## src/rtl/btn_step_debouncer_if.sv

```systemverilog
// Button-side signal bundle for the step debouncer.
// The master drives the raw button and the enable.
// The slave (the debouncer) returns the conditioned outputs.
interface btn_step_debouncer_if;
   logic ena;
   logic btn_in;
   logic step_pulse;
   logic btn_level;
   logic repeating;

   modport master (
      output ena,
      output btn_in,
      input  step_pulse,
      input  btn_level,
      input  repeating
   );

   modport slave (
      input  ena,
      input  btn_in,
      output step_pulse,
      output btn_level,
      output repeating
   );
endinterface

```

## src/rtl/btn_step_debouncer.sv

```systemverilog
// Push-button conditioner feeding a counter's count-enable input.
// The raw button passes through a two-flop synchroniser and is debounced.
// A press then produces one-cycle step pulses, and a held button auto-repeats.
// Deasserting ena clears the block exactly like reset, but the synchroniser keeps sampling.
module btn_step_debouncer #(
   parameter int DEB_CYCLES    = 16,
   parameter int REPEAT_DELAY  = 64,
   parameter int REPEAT_PERIOD = 16
) (
   input  logic                 clk,
   input  logic                 rst_n,
   btn_step_debouncer_if.slave  bus
);

   localparam int MAX_A = (DEB_CYCLES > REPEAT_DELAY) ? DEB_CYCLES : REPEAT_DELAY;
   localparam int MAX_P = (MAX_A > REPEAT_PERIOD) ? MAX_A : REPEAT_PERIOD;
   localparam int CW    = $clog2(MAX_P + 1);

   localparam logic [CW-1:0] DEB_LAST = CW'(DEB_CYCLES - 1);
   localparam logic [CW-1:0] DLY_LAST = CW'(REPEAT_DELAY - 1);
   localparam logic [CW-1:0] PER_LAST = CW'(REPEAT_PERIOD - 1);
   localparam logic [CW-1:0] ONE      = CW'(1);

   typedef enum logic [2:0] {
      IDLE,
      DEB_PRESS,
      PRESSED,
      REPEAT,
      DEB_RELEASE
   } state_t;

   state_t        state_q, state_d;
   logic          s1_q, s1_d, s2_q, s2_d;
   logic [CW-1:0] cnt_q, cnt_d;
   logic [CW-1:0] hcnt_q, hcnt_d;
   logic [CW-1:0] rcnt_q, rcnt_d;
   logic          pulse_q, pulse_d;
   logic          level_q, level_d;
   logic          rep_q, rep_d;
   logic          clear;

   // ena low is treated exactly like an active reset
   assign clear = !rst_n || !bus.ena;

   // synchroniser next values: the FSM only ever looks at s2
   always_comb begin
      s1_d = bus.btn_in;
      s2_d = s1_q;
   end

   // synchroniser flops run freely so a reset never loses the current button level
   always_ff @(posedge clk) begin
      s1_q <= s1_d;
      s2_q <= s2_d;
   end

   // state register
   always_ff @(posedge clk) begin
      if (clear) state_q <= IDLE;
      else       state_q <= state_d;
   end

   // next-state logic: a change on s2 always wins over a terminal count
   always_comb begin
      state_d = state_q;
      case (state_q)
         IDLE:        if (s2_q) state_d = DEB_PRESS;
         DEB_PRESS:   if (!s2_q) state_d = IDLE;
                      else if (cnt_q == DEB_LAST) state_d = PRESSED;
         PRESSED:     if (!s2_q) state_d = DEB_RELEASE;
                      else if (hcnt_q == DLY_LAST) state_d = REPEAT;
         REPEAT:      if (!s2_q) state_d = DEB_RELEASE;
         DEB_RELEASE: if (s2_q) state_d = PRESSED;
                      else if (cnt_q == DEB_LAST) state_d = IDLE;
         default:     state_d = IDLE;
      endcase
   end

   // counter and registered-output next values for each state
   always_comb begin
      cnt_d   = cnt_q;
      hcnt_d  = hcnt_q;
      rcnt_d  = rcnt_q;
      pulse_d = 1'b0;
      level_d = level_q;
      rep_d   = rep_q;
      case (state_q)
         IDLE: begin
            if (s2_q) cnt_d = '0;
         end
         DEB_PRESS: begin
            if (s2_q) begin
               if (cnt_q == DEB_LAST) begin
                  hcnt_d  = '0;
                  pulse_d = 1'b1;
                  level_d = 1'b1;
               end else begin
                  cnt_d = cnt_q + ONE;
               end
            end
         end
         PRESSED: begin
            if (!s2_q) begin
               cnt_d = '0;
            end else if (hcnt_q == DLY_LAST) begin
               rcnt_d  = '0;
               pulse_d = 1'b1;
               rep_d   = 1'b1;
            end else begin
               hcnt_d = hcnt_q + ONE;
            end
         end
         REPEAT: begin
            if (!s2_q) begin
               cnt_d = '0;
               rep_d = 1'b0;
            end else if (rcnt_q == PER_LAST) begin
               pulse_d = 1'b1;
               rcnt_d  = '0;
            end else begin
               rcnt_d = rcnt_q + ONE;
            end
         end
         DEB_RELEASE: begin
            // a bounce back high resumes the hold without a new pulse
            if (s2_q) begin
               hcnt_d = '0;
               rep_d  = 1'b0;
            end else if (cnt_q == DEB_LAST) begin
               level_d = 1'b0;
            end else begin
               cnt_d = cnt_q + ONE;
            end
         end
         default: begin
            cnt_d = '0;
         end
      endcase
   end

   // counters and registered outputs, cleared by reset or ena low
   always_ff @(posedge clk) begin
      if (clear) begin
         cnt_q   <= '0;
         hcnt_q  <= '0;
         rcnt_q  <= '0;
         pulse_q <= 1'b0;
         level_q <= 1'b0;
         rep_q   <= 1'b0;
      end else begin
         cnt_q   <= cnt_d;
         hcnt_q  <= hcnt_d;
         rcnt_q  <= rcnt_d;
         pulse_q <= pulse_d;
         level_q <= level_d;
         rep_q   <= rep_d;
      end
   end

   assign bus.step_pulse = pulse_q;
   assign bus.btn_level  = level_q;
   assign bus.repeating  = rep_q;

endmodule

```

## src/flat_wrapper.sv

```systemverilog
// flat-port wrapper written by rule: the top's interface ports become plain ports
module btn_step_debouncer_flat 
#(
   parameter int DEB_CYCLES    = 16,
   parameter int REPEAT_DELAY  = 64,
   parameter int REPEAT_PERIOD = 16
)
  (clk, rst_n, bus_ena, bus_btn_in, bus_step_pulse, bus_btn_level, bus_repeating);
  btn_step_debouncer_if bus_i ();
  input  logic clk;
  input  logic rst_n;
  input wire logic [$bits(bus_i.ena)-1:0] bus_ena;
  input wire logic [$bits(bus_i.btn_in)-1:0] bus_btn_in;
  output wire logic [$bits(bus_i.step_pulse)-1:0] bus_step_pulse;
  output wire logic [$bits(bus_i.btn_level)-1:0] bus_btn_level;
  output wire logic [$bits(bus_i.repeating)-1:0] bus_repeating;
  assign bus_i.ena = bus_ena;
  assign bus_i.btn_in = bus_btn_in;
  assign bus_step_pulse = bus_i.step_pulse;
  assign bus_btn_level = bus_i.btn_level;
  assign bus_repeating = bus_i.repeating;
  btn_step_debouncer #(.DEB_CYCLES(DEB_CYCLES), .REPEAT_DELAY(REPEAT_DELAY), .REPEAT_PERIOD(REPEAT_PERIOD)) u_core (.clk(clk), .rst_n(rst_n), .bus(bus_i));
endmodule
```

## config.mk

```make
export PLATFORM = sky130hd
export DESIGN_NAME = btn_step_debouncer_flat
export DESIGN_NICKNAME = d
export VERILOG_FILES = /design/src/rtl/btn_step_debouncer_if.sv /design/src/rtl/btn_step_debouncer.sv /design/src/flat_wrapper.sv
export SDC_FILE = /design/constraint.sdc
export NUM_CORES = 1
export LEC_CHECK = 0
export CORE_MARGIN = 2
export CORE_UTILIZATION = 31
export CTS_CLUSTER_SIZE = 40
export DETAILED_ROUTE_END_ITERATION = 16
export PLACE_DENSITY = 0.46
export SLEW_MARGIN = 5
export SYNTH_ARGS = -nofsm -noshare
export SYNTH_HDL_FRONTEND = slang
export SYNTH_SLANG_ARGS = --single-unit
```

## constraint.sdc

```tcl
create_clock -name clk -period 2.1 [get_ports clk]
set_input_delay 0.42 -clock clk [delete_from_list [all_inputs] [get_ports clk]]
set_output_delay 0.42 -clock clk [all_outputs]
set_load 0.02 [all_outputs]
```

==> impl_results.rst <==
.. list-table::
   :header-rows: 1

   * - Metric
     - Value
   * - Final cell area excluding filler cells
     - 1890 µm²
   * - Clock transition at the register clock pins on the worst setup and hold paths after CTS
     - 0.06 ns
   * - Max rail drop VDD
     - 0.000237 V
   * - Power density over the cells
     - 590 nW/µm²
   * - Worst-case setup slack after placement
     - 0.182 ns
   * - Rel. slew slack
     - 67.3%
   * - Core region area
     - 5070 µm²
   * - Count of buffers from port buffering
     - 6
   * - Clock Latency Late Sink
     - 0.28 ns
   * - Area of the die
     - 5800 µm²
   * - Diodes inserted
     - 0
   * - Chain of cells forming the critical path
     - ha_1, nand3_1, o31ai_1, a31oi_1, a2111oi_0
   * - Synth area leaders
     - dfxtp_1, nand2_1, a31oi_1
   * - Distinct cell type count after synthesis
     - 45
   * - Post-synth EDFFs
     - 0
   * - Top achievable clock speed
     - 0.519 GHz
   * - Type of the worst setup path
     - reg -> reg
   * - Topmost layer with routed signal wires
     - met4
   * - Final number of max-transition violations
     - 0
   * - RSZ-0062 raised after global routing
     - no
   * - Top Ports
     - 7
   * - Nature of the critical path endpoint
     - flip-flop
   * - Number of setup violations in the final report
     - 0
   * - Final standard cell count with taps included and fillers excluded
     - 275
   * - Count of routing violations after the opening detailed-route iteration
     - 127
   * - Met2 routed wirelength
     - 1770 µm
   * - Proportion of layout cells with a drive suffix above 1
     - 13.2%
   * - CTS H-tree lvls
     - 2
   * - Detailed-route DRC error count
     - 0
   * - Overall routing resource usage
     - 14.6%
   * - Number of instances in the synthesized netlist
     - 191
   * - Total placed cells including tap cells
     - 267
   * - Hold Fails Final Rpt
     - 0
   * - Family of cells with the greatest summed delay on the critical path
     - compound AO/OA/AOI/OAI gates
   * - Count of vias placed by the detailed router
     - 1515
   * - Post-CTS setup buffers
     - 0
   * - Least setup slack across all paths after layout
     - 0.174 ns
   * - Vias/cell
     - 5.51
   * - Detailed-routed wire length on met3
     - 168 µm
   * - Utilization after layout
     - 37.3%
   * - Synthesized net count
     - 198
   * - Highest-delay cell along the critical path
     - o31ai_1
   * - Shortest period the worst path allows
     - 1.93 ns
   * - Sequential share of the synthesized area
     - 36.0%
   * - Netlist area before placement
     - 1610 µm²
   * - Total of hold buffers inserted after clock tree synthesis
     - 0
   * - Maximum Capacitance Violations
     - 0
   * - Overall routed net length
     - 3910 µm
   * - Pin count of the biggest net entering global routing
     - 16
   * - Layout overhead on the synthesized area
     - 17.4%
   * - Library cell with the largest summed area after synthesis
     - dfxtp_1
   * - Routability-driven placement congestion ratio
     - 0.859
   * - Setup slack on the worst flop-to-flop path
     - 0.17 ns
   * - Number of iterations in the first detailed-routing pass
     - 4
   * - Number of nets still failing antenna checks after routing
     - 0
   * - Final hold slack
     - 0.327 ns
   * - Sum Neg Setup Slack
     - 0 ns
   * - Ys flop type
     - dfxtp_1
   * - Placed standard-cell area
     - 1790 µm²
   * - Number of placement rows
     - 26
   * - Post-route clock period utilization
     - 91.7%
   * - Total clock buffers created by CTS
     - 5
   * - Proportion of netlist area held by the largest area contributor
     - 36.0%
   * - Maximum cell stage delay along the critical path
     - 0.48 ns
   * - Buffer type at the clock tree root
     - clkbuf_8
   * - Final HPWL DP
     - 2850 µm
   * - Antenna violations before repair
     - 0
   * - Fin Clk Skew
     - 0.00407 ns
   * - Number of nets in the final layout
     - 211
   * - Warnings, synthesis
     - 0
   * - Synthesized area per cell
     - 8.44 µm²
   * - Floorplan die height
     - 76.1 µm
   * - Worst hold path class
     - reg -> reg
   * - Buf/Inv on CP
     - 0
   * - Post-synthesis register bit count
     - 29
   * - Via count of the first global-routing pass
     - 1433
   * - Wire per inst
     - 14.2 µm
   * - CTS sink count
     - 29
   * - Required @ worst endpoint
     - 2.24 ns
   * - CP Max Fanout
     - 6
   * - Leakage power
     - 0.668 nW
   * - Length of routed wiring on met1
     - 1900 µm
   * - Arrival time reported for the critical path endpoint
     - 2.07 ns
   * - Total power
     - 1.12 mW
   * - Slew at the pin closest to its max-slew limit
     - 0.487 ns
   * - Count of instances resized after the clock tree is built
     - 0
   * - Wire length of the first global-routing pass
     - 6910 µm
   * - Nature of the critical path startpoint
     - flip-flop
   * - Chip Width
     - 76.1 µm
   * - Overflow after GRT
     - 0
   * - Run status
     - complete, no violations
   * - Max Buffers Root-to-Sink
     - 2
   * - TritonCTS clock tree
     - built
   * - Starting density of the core
     - 31.8%
   * - Ys async rst share
     - 0%
[flip-flops by register name (all words and copies together), names as in the netlist]
| name | count |
|---|---|
| u_core.bus.btn_level | 1 |
| u_core.bus.repeating | 1 |
| u_core.bus.step_pulse | 1 |
| u_core.cnt_q | 7 |
| u_core.hcnt_q | 7 |
| u_core.rcnt_q | 7 |
| u_core.s1_q | 1 |
| u_core.s2_q | 1 |
| u_core.state_q | 3 |
[where the power goes]
group / internal, mW / switching (mW)
registers: 0.553 / 0.00373
logic: 0.0190 / 0.0270
clock network: 0.296 / 0.218
total: 0.868 / 0.249
[metal layers]
layer	vias to the layer above	track usage, %
met5	-	0
met4	0	5.45
met3	7	3.91
met2	31	22.6
met1	713	19.6
li1	764	-
[cells in the mapped netlist, types with 2 or more instances]
library cell / n
nor2_1: 6
nor3_1: 5
and2_1: 3
a2111oi_0: 2
dfxtp_1: 29
a211oi_1: 7
o31ai_1: 6
nand2b_1: 5
inv_1: 5
nand4bb_1: 2
o21ai_1: 4
o22ai_1: 3
o21ai_0: 8
mux2i_1: 3
a41oi_1: 3
nand2_1: 19
nand3b_1: 2
a31oi_1: 10
a21oi_1: 7
and3_1: 5
ha_1: 3
or4_1: 5
or3_1: 7
buf_2: 5
clkbuf_1: 6
nand3_1: 11
a311oi_1: 2
[layout make-up]
type	instances	area (µm²)
Fill cell	544	3180
Multi-Input combinational cell	145	955
Sequential cell	29	581
Timing Repair Buffer	18	150
Clock buffer	7	96.3
Tap cell	70	87.6
Inverter	5	18.8
Clock inverter	1	5.00
[final timing paths]
kind	from	end	depth (start not counted)
max	u_core.cnt_q[0]$_SDFFE_PP0P_	u_core.bus.step_pulse$_SDFF_PP0_	5
min	u_core.s1_q$_DFF_P_	u_core.s2_q$_DFF_P_	0
max reg2reg	u_core.cnt_q[0]$_SDFFE_PP0P_	u_core.bus.step_pulse$_SDFF_PP0_	5
min reg2reg	u_core.s1_q$_DFF_P_	u_core.s2_q$_DFF_P_	0
[cell families (layout without fill, tap and decap cells)]
group,Yosys count,in the layout,synth area share (%)
AOI/OAI and AO/OA,58,58,24.6
and+or+nand+nor,80,80,29.9
buffers and inverters,17,31,4.81
DFF,29,29,36.0
adders and majority gates,3,3,2.33
muxes,3,3,1.86
xor gates and xnor gates,1,1,0.543
[layout by cell type, fill, tap and decap left out, types with 4 or more instances in the layout]
cell	n
clkbuf_8	7
or3_1	7
nor2_1	6
o31ai_1	6
a31oi_1	10
nand2_1	19
dfxtp_1	29
a21oi_1	7
clkdlybuf4s50_1	6
a211oi_1	7
and3_1	5
nor3_1	5
or4_1	5
inv_1	5
buf_4	12
nand3_1	11
o21ai_1	4
nand2b_1	5
o21ai_0	8
No activity file was read; power rests on OpenSTA's default activity.
==> variant 1 (same flow settings) <==
`REPEAT_DELAY` is set to 64 in 2 places; all go to 32.
--- a/src/rtl/btn_step_debouncer.sv
+++ b/src/rtl/btn_step_debouncer.sv
@@ -6,3 +6,3 @@
    parameter int DEB_CYCLES    = 16,
-   parameter int REPEAT_DELAY  = 64,
+   parameter int REPEAT_DELAY  = 32,
    parameter int REPEAT_PERIOD = 16
--- a/src/flat_wrapper.sv
+++ b/src/flat_wrapper.sv
@@ -4,3 +4,3 @@
    parameter int DEB_CYCLES    = 16,
-   parameter int REPEAT_DELAY  = 64,
+   parameter int REPEAT_DELAY  = 32,
    parameter int REPEAT_PERIOD = 16
Behaviour: same outputs for any inputs over 10 cycles, from zero or initial values; that may be too few to reach the edited logic, so the function may still have changed.
==> variant 1 against the unedited design <==
  * Final area decreased by 15%
  * Setup slack improved by 0.039 ns
  * Synthesized area decreased by 9.6%
  * Hold slack improved by 0.0098 ns
  * Sequential cell count decreased by 3
  * Routed wire length decreased by 17%
  * Highest routed layer unchanged
  * Power decreased by 22%
  * Critical path type unchanged
  * Count of clock-buffer cells in the layout decreased by 3
==> variant 1: results (changes against the unedited design) <==
| Metric | Value |
|---|---|
| Non-clock buffer share | `6.96% (-0.97 points)` |
| Slowest Stage Delay on Critical Path | `0.40 ns (-0.08 ns)` |
| Fill cells | `469 (-14%)` |
| Clk_skew | `0.00278 ns (-0.00129 ns)` |
| Layout Nets | `179 (-15%)` |
| Worst vdd ir | `339 uV (+43%)` |
| Worst-path fanout max | `7 (+1)` |
| Syn nets | `174 (-12%)` |
| Multi-input gates | `127 (-12%)` |
| Share of the yosys chip area belonging to registers | `35.7% (-0.29 points)` |
| Largest registers | `u_core.cnt_q x6, u_core.hcnt_q x6, u_core.rcnt_q x6` |
| Final clock-cell share | `3.40% (-2.0 points)` |
| Footprint of the multi-input gates | `861 um2 (-9.8%)` |
| Routed WL per cell | `14.5 um (+2.0%)` |
| Outcome | `finished, final reports clean` |
| Layout cells sized above 1 | `9.36% (-3.8 points)` |
| Pre-CTS setup slack | `0.224 ns (+0.0421 ns)` |
| Global-route wire length before repair | `5.69 mm (-18%)` |
| Reg2Reg Setup Slack | `0.21 ns (+0.04 ns)` |
| Gr usage total | `13.5% (-1.1 points)` |
| Worst-path clk slew | `0.09 ns (+0.03 ns)` |
| Detailed placement HPWL | `2.32 mm (-19%)` |
| Number of non-clock inverters | `1 (-4)` |
| CTS Buf Count | `3 (-2)` |
| Netlist cell types | `47 (+4.4%)` |
| Leak Pwr | `0.537 nW (-20%)` |
| Register area | `520 um2 (-10%)` |
| Top cells by count, synth | `dfxtp_1 (26), nand2_1 (21), a21oi_1 (9)` |
| Routability cong. | `0.750 (-13%)` |
| Yosys reg bits | `26 (-10%)` |
==> variant 1: cell types whose count changed in the layout (fill, tap and decap cells not counted), sizes merged, moves of 4 or more <==
cell and change:
o31ai -5, buf -5, or3 -4, a31oi -4, a311oi +6, nand3 -4, inv -4, o21ai -5
or4 -5, a211oi -4
==> variant 1: routing by layer <==
metal  GRT usage, %  up-vias  part of all wire, %
met2           21.2       22                   46
met4           1.85        0                 0.62
met5              0        -                    0
met3           2.90        2                  3.3
met1           19.5      587                   50
li1               -      641                    -
==> variant 1: path summary, 6_finish.rpt <==
kind / start / end / depth (start not counted)
hold reg to reg: u_core.s1_q / u_core.s2_q / 0
setup reg to reg: u_core.cnt_q[0] / u_core.hcnt_q[2] / 5
setup / recovery: u_core.cnt_q[0] / u_core.hcnt_q[2] / 5
hold / removal: u_core.s1_q / u_core.s2_q / 0
==> variant 1: kinds of logic after synthesis <==
kind of cell | after synthesis | share of synthesized area, %
adder cells (fa/ha/maj) | 3 | 2.58
multiplexers | 4 | 2.75
flip-flops | 26 | 35.7
AO/OA/AOI/OAI | 46 | 25.1
buffers and inverters | 14 | 5.24
XOR/XNOR | 1 | 0.601
AND/OR/NAND/NOR | 73 | 28.1
==> variant 1: per-stage QoR <==
stage	hold WS, ns	cells	area (um2)
finish	0.336	223	1620
global route	0.349	223	1620
CTS	0.342	223	1620
detailed placement	0.319	219	1560
global placement	0.314	219	1560
floorplan	0.310	167	1460
==> variant 1: power by group <==
part	total (mW)	internal, mW	switching (mW)
clock network	0.324	0.167	0.156
logic	0.0484	0.0189	0.0295
registers	0.498	0.496	0.00264
total	0.870	0.682	0.188
==> variant 2 (same flow settings) <==
Made on the original files. The 5 states of `state_t` get a one-hot encoding in 5 bits.
--- a/src/rtl/btn_step_debouncer.sv
+++ b/src/rtl/btn_step_debouncer.sv
@@ -23,8 +23,8 @@
 
-   typedef enum logic [2:0] {
-      IDLE,
-      DEB_PRESS,
-      PRESSED,
-      REPEAT,
-      DEB_RELEASE
+   typedef enum logic [4:0] {
+      IDLE        = 5'b00001,
+      DEB_PRESS   = 5'b00010,
+      PRESSED     = 5'b00100,
+      REPEAT      = 5'b01000,
+      DEB_RELEASE = 5'b10000
    } state_t;
Formal check against the unedited RTL: no difference found for any inputs over 10 cycles, from zero or initial values; not proved beyond that.
==> variant 2 against the unedited design <==
  * Hold slack gained 0.0042 ns
  * Sequential cell count grew 2
  * Routed wire length grew 17%
  * Clock skew is essentially flat
  * Maximum frequency shrank 4.9%
  * Setup slack lost 0.098 ns
  * Final area grew 10%
  * Via count grew 10%
  * Synthesized area grew 12%
  * Cell count grew 9.8%
Power is not compared: it rests on default switching activity, and its combinational part moved more than twofold at a synthesized area within 25%.
==> variant 2: results (changes against the unedited design) <==
| Metric | Value |
|---|---|
| Final wirelength | `4.57 mm (+17%)` |
| Footprint of the multi-input gates | `1100 um2 (+15%)` |
| Reg2Reg Depth | `7 (+2)` |
| Fill cells | `606 (+11%)` |
| Vias | `1668 (+10%)` |
| Synth Area in Compound Gates | `22.3% (-2.3 points)` |
| Netlist cell types | `54 (+20%)` |
| Clk_skew | `0.00401 ns (-0.0000642 ns)` |
| Reg2Reg Setup Slack | `0.08 ns (-0.10 ns)` |
| Largest net degree at the start of global routing | `13 (-3)` |
| Crit path capture | `u_core.hcnt_q[0]` |
| Final cell count without fillers | `302 (+9.8%)` |
| Synthesized instance count | `216 (+13%)` |
| Routability cong. | `0.785 (-8.6%)` |
| Gr usage total | `15.7% (+1.1 points)` |
| Period utilisation layout | `96.4% (+4.7 points)` |
| Share of the yosys chip area belonging to registers | `34.4% (-1.6 points)` |
| Outcome | `finished, final reports clean` |
| Clock net power | `0.441 mW` |
| Layout cells sized above 1 | `14.3% (+1.2 points)` |
| Post-synthesis mux area share | `1.11% (-0.75 points)` |
| Worst hold slack | `0.331 ns (+0.00420 ns)` |
| Layout Nets | `238 (+13%)` |
| Post-Synth XOR/XNOR Area | `0.485% (-0.058 points)` |
| Relative slew slack | `72.7% (+5.4 points)` |
| Adder-cell share of the synthesized area | `2.08% (-0.25 points)` |
| Top cells by count, synth | `dfxtp_1 (31), nand2_1 (18), nor2_1 (16)` |
| Top cells by area, synth | `dfxtp_1 (34%), nand2_1 (3.7%), a21oi_1 (3.3%)` |
| Initial drt markers | `77 (-39%)` |
| Total chip power | `~1.1 mW` |
| Crit path DAT | `2.22 ns (+0.15 ns)` |
| Min-delay src | `u_core.s1_q` |
| Worst-path fanout max | `11 (+5)` |
| Placed instance area | `2010 um2 (+12%)` |
| Vias in the first global route | `1546 (+7.9%)` |
variant 2: cell count changes after synthesis, moves of 4 or more:
cell,unedited run,this run
nor4_1,0,4
a31oi_1,10,2
o21ai_1,4,9
nand4_1,0,4
nor2_1,6,16
a21oi_1,7,12
or4b_1,0,4
or3_1,7,3
inv_1,5,0
nor3b_1,0,4
o21a_1,0,4
variant 2: layout make-up:
cell class	instances	area share, %
multi-input cells	168	52.8
flip-flops and latches	31	29.8
repair buffers	24	9.37
well taps	72	4.32
clock buffers	6	3.48
inverters	1	0.180
variant 2: critical path, stage by stage (launching register included):
cell and delay (ns):
dfxtp_1 0.37, ha_1 0.20, and3_2 0.25, and2_1 0.16, a211oi_1 0.07, buf_4 0.17, or4_1 0.48, o31ai_1 0.23
variant 2: metal layers:
metal	track usage, %	share of wire, %	vias up
li1	-	-	857
met1	21.9	51	779
met2	24.0	45	25
met3	3.37	2.6	7
met4	5.25	1.4	0
met5	0	0	-
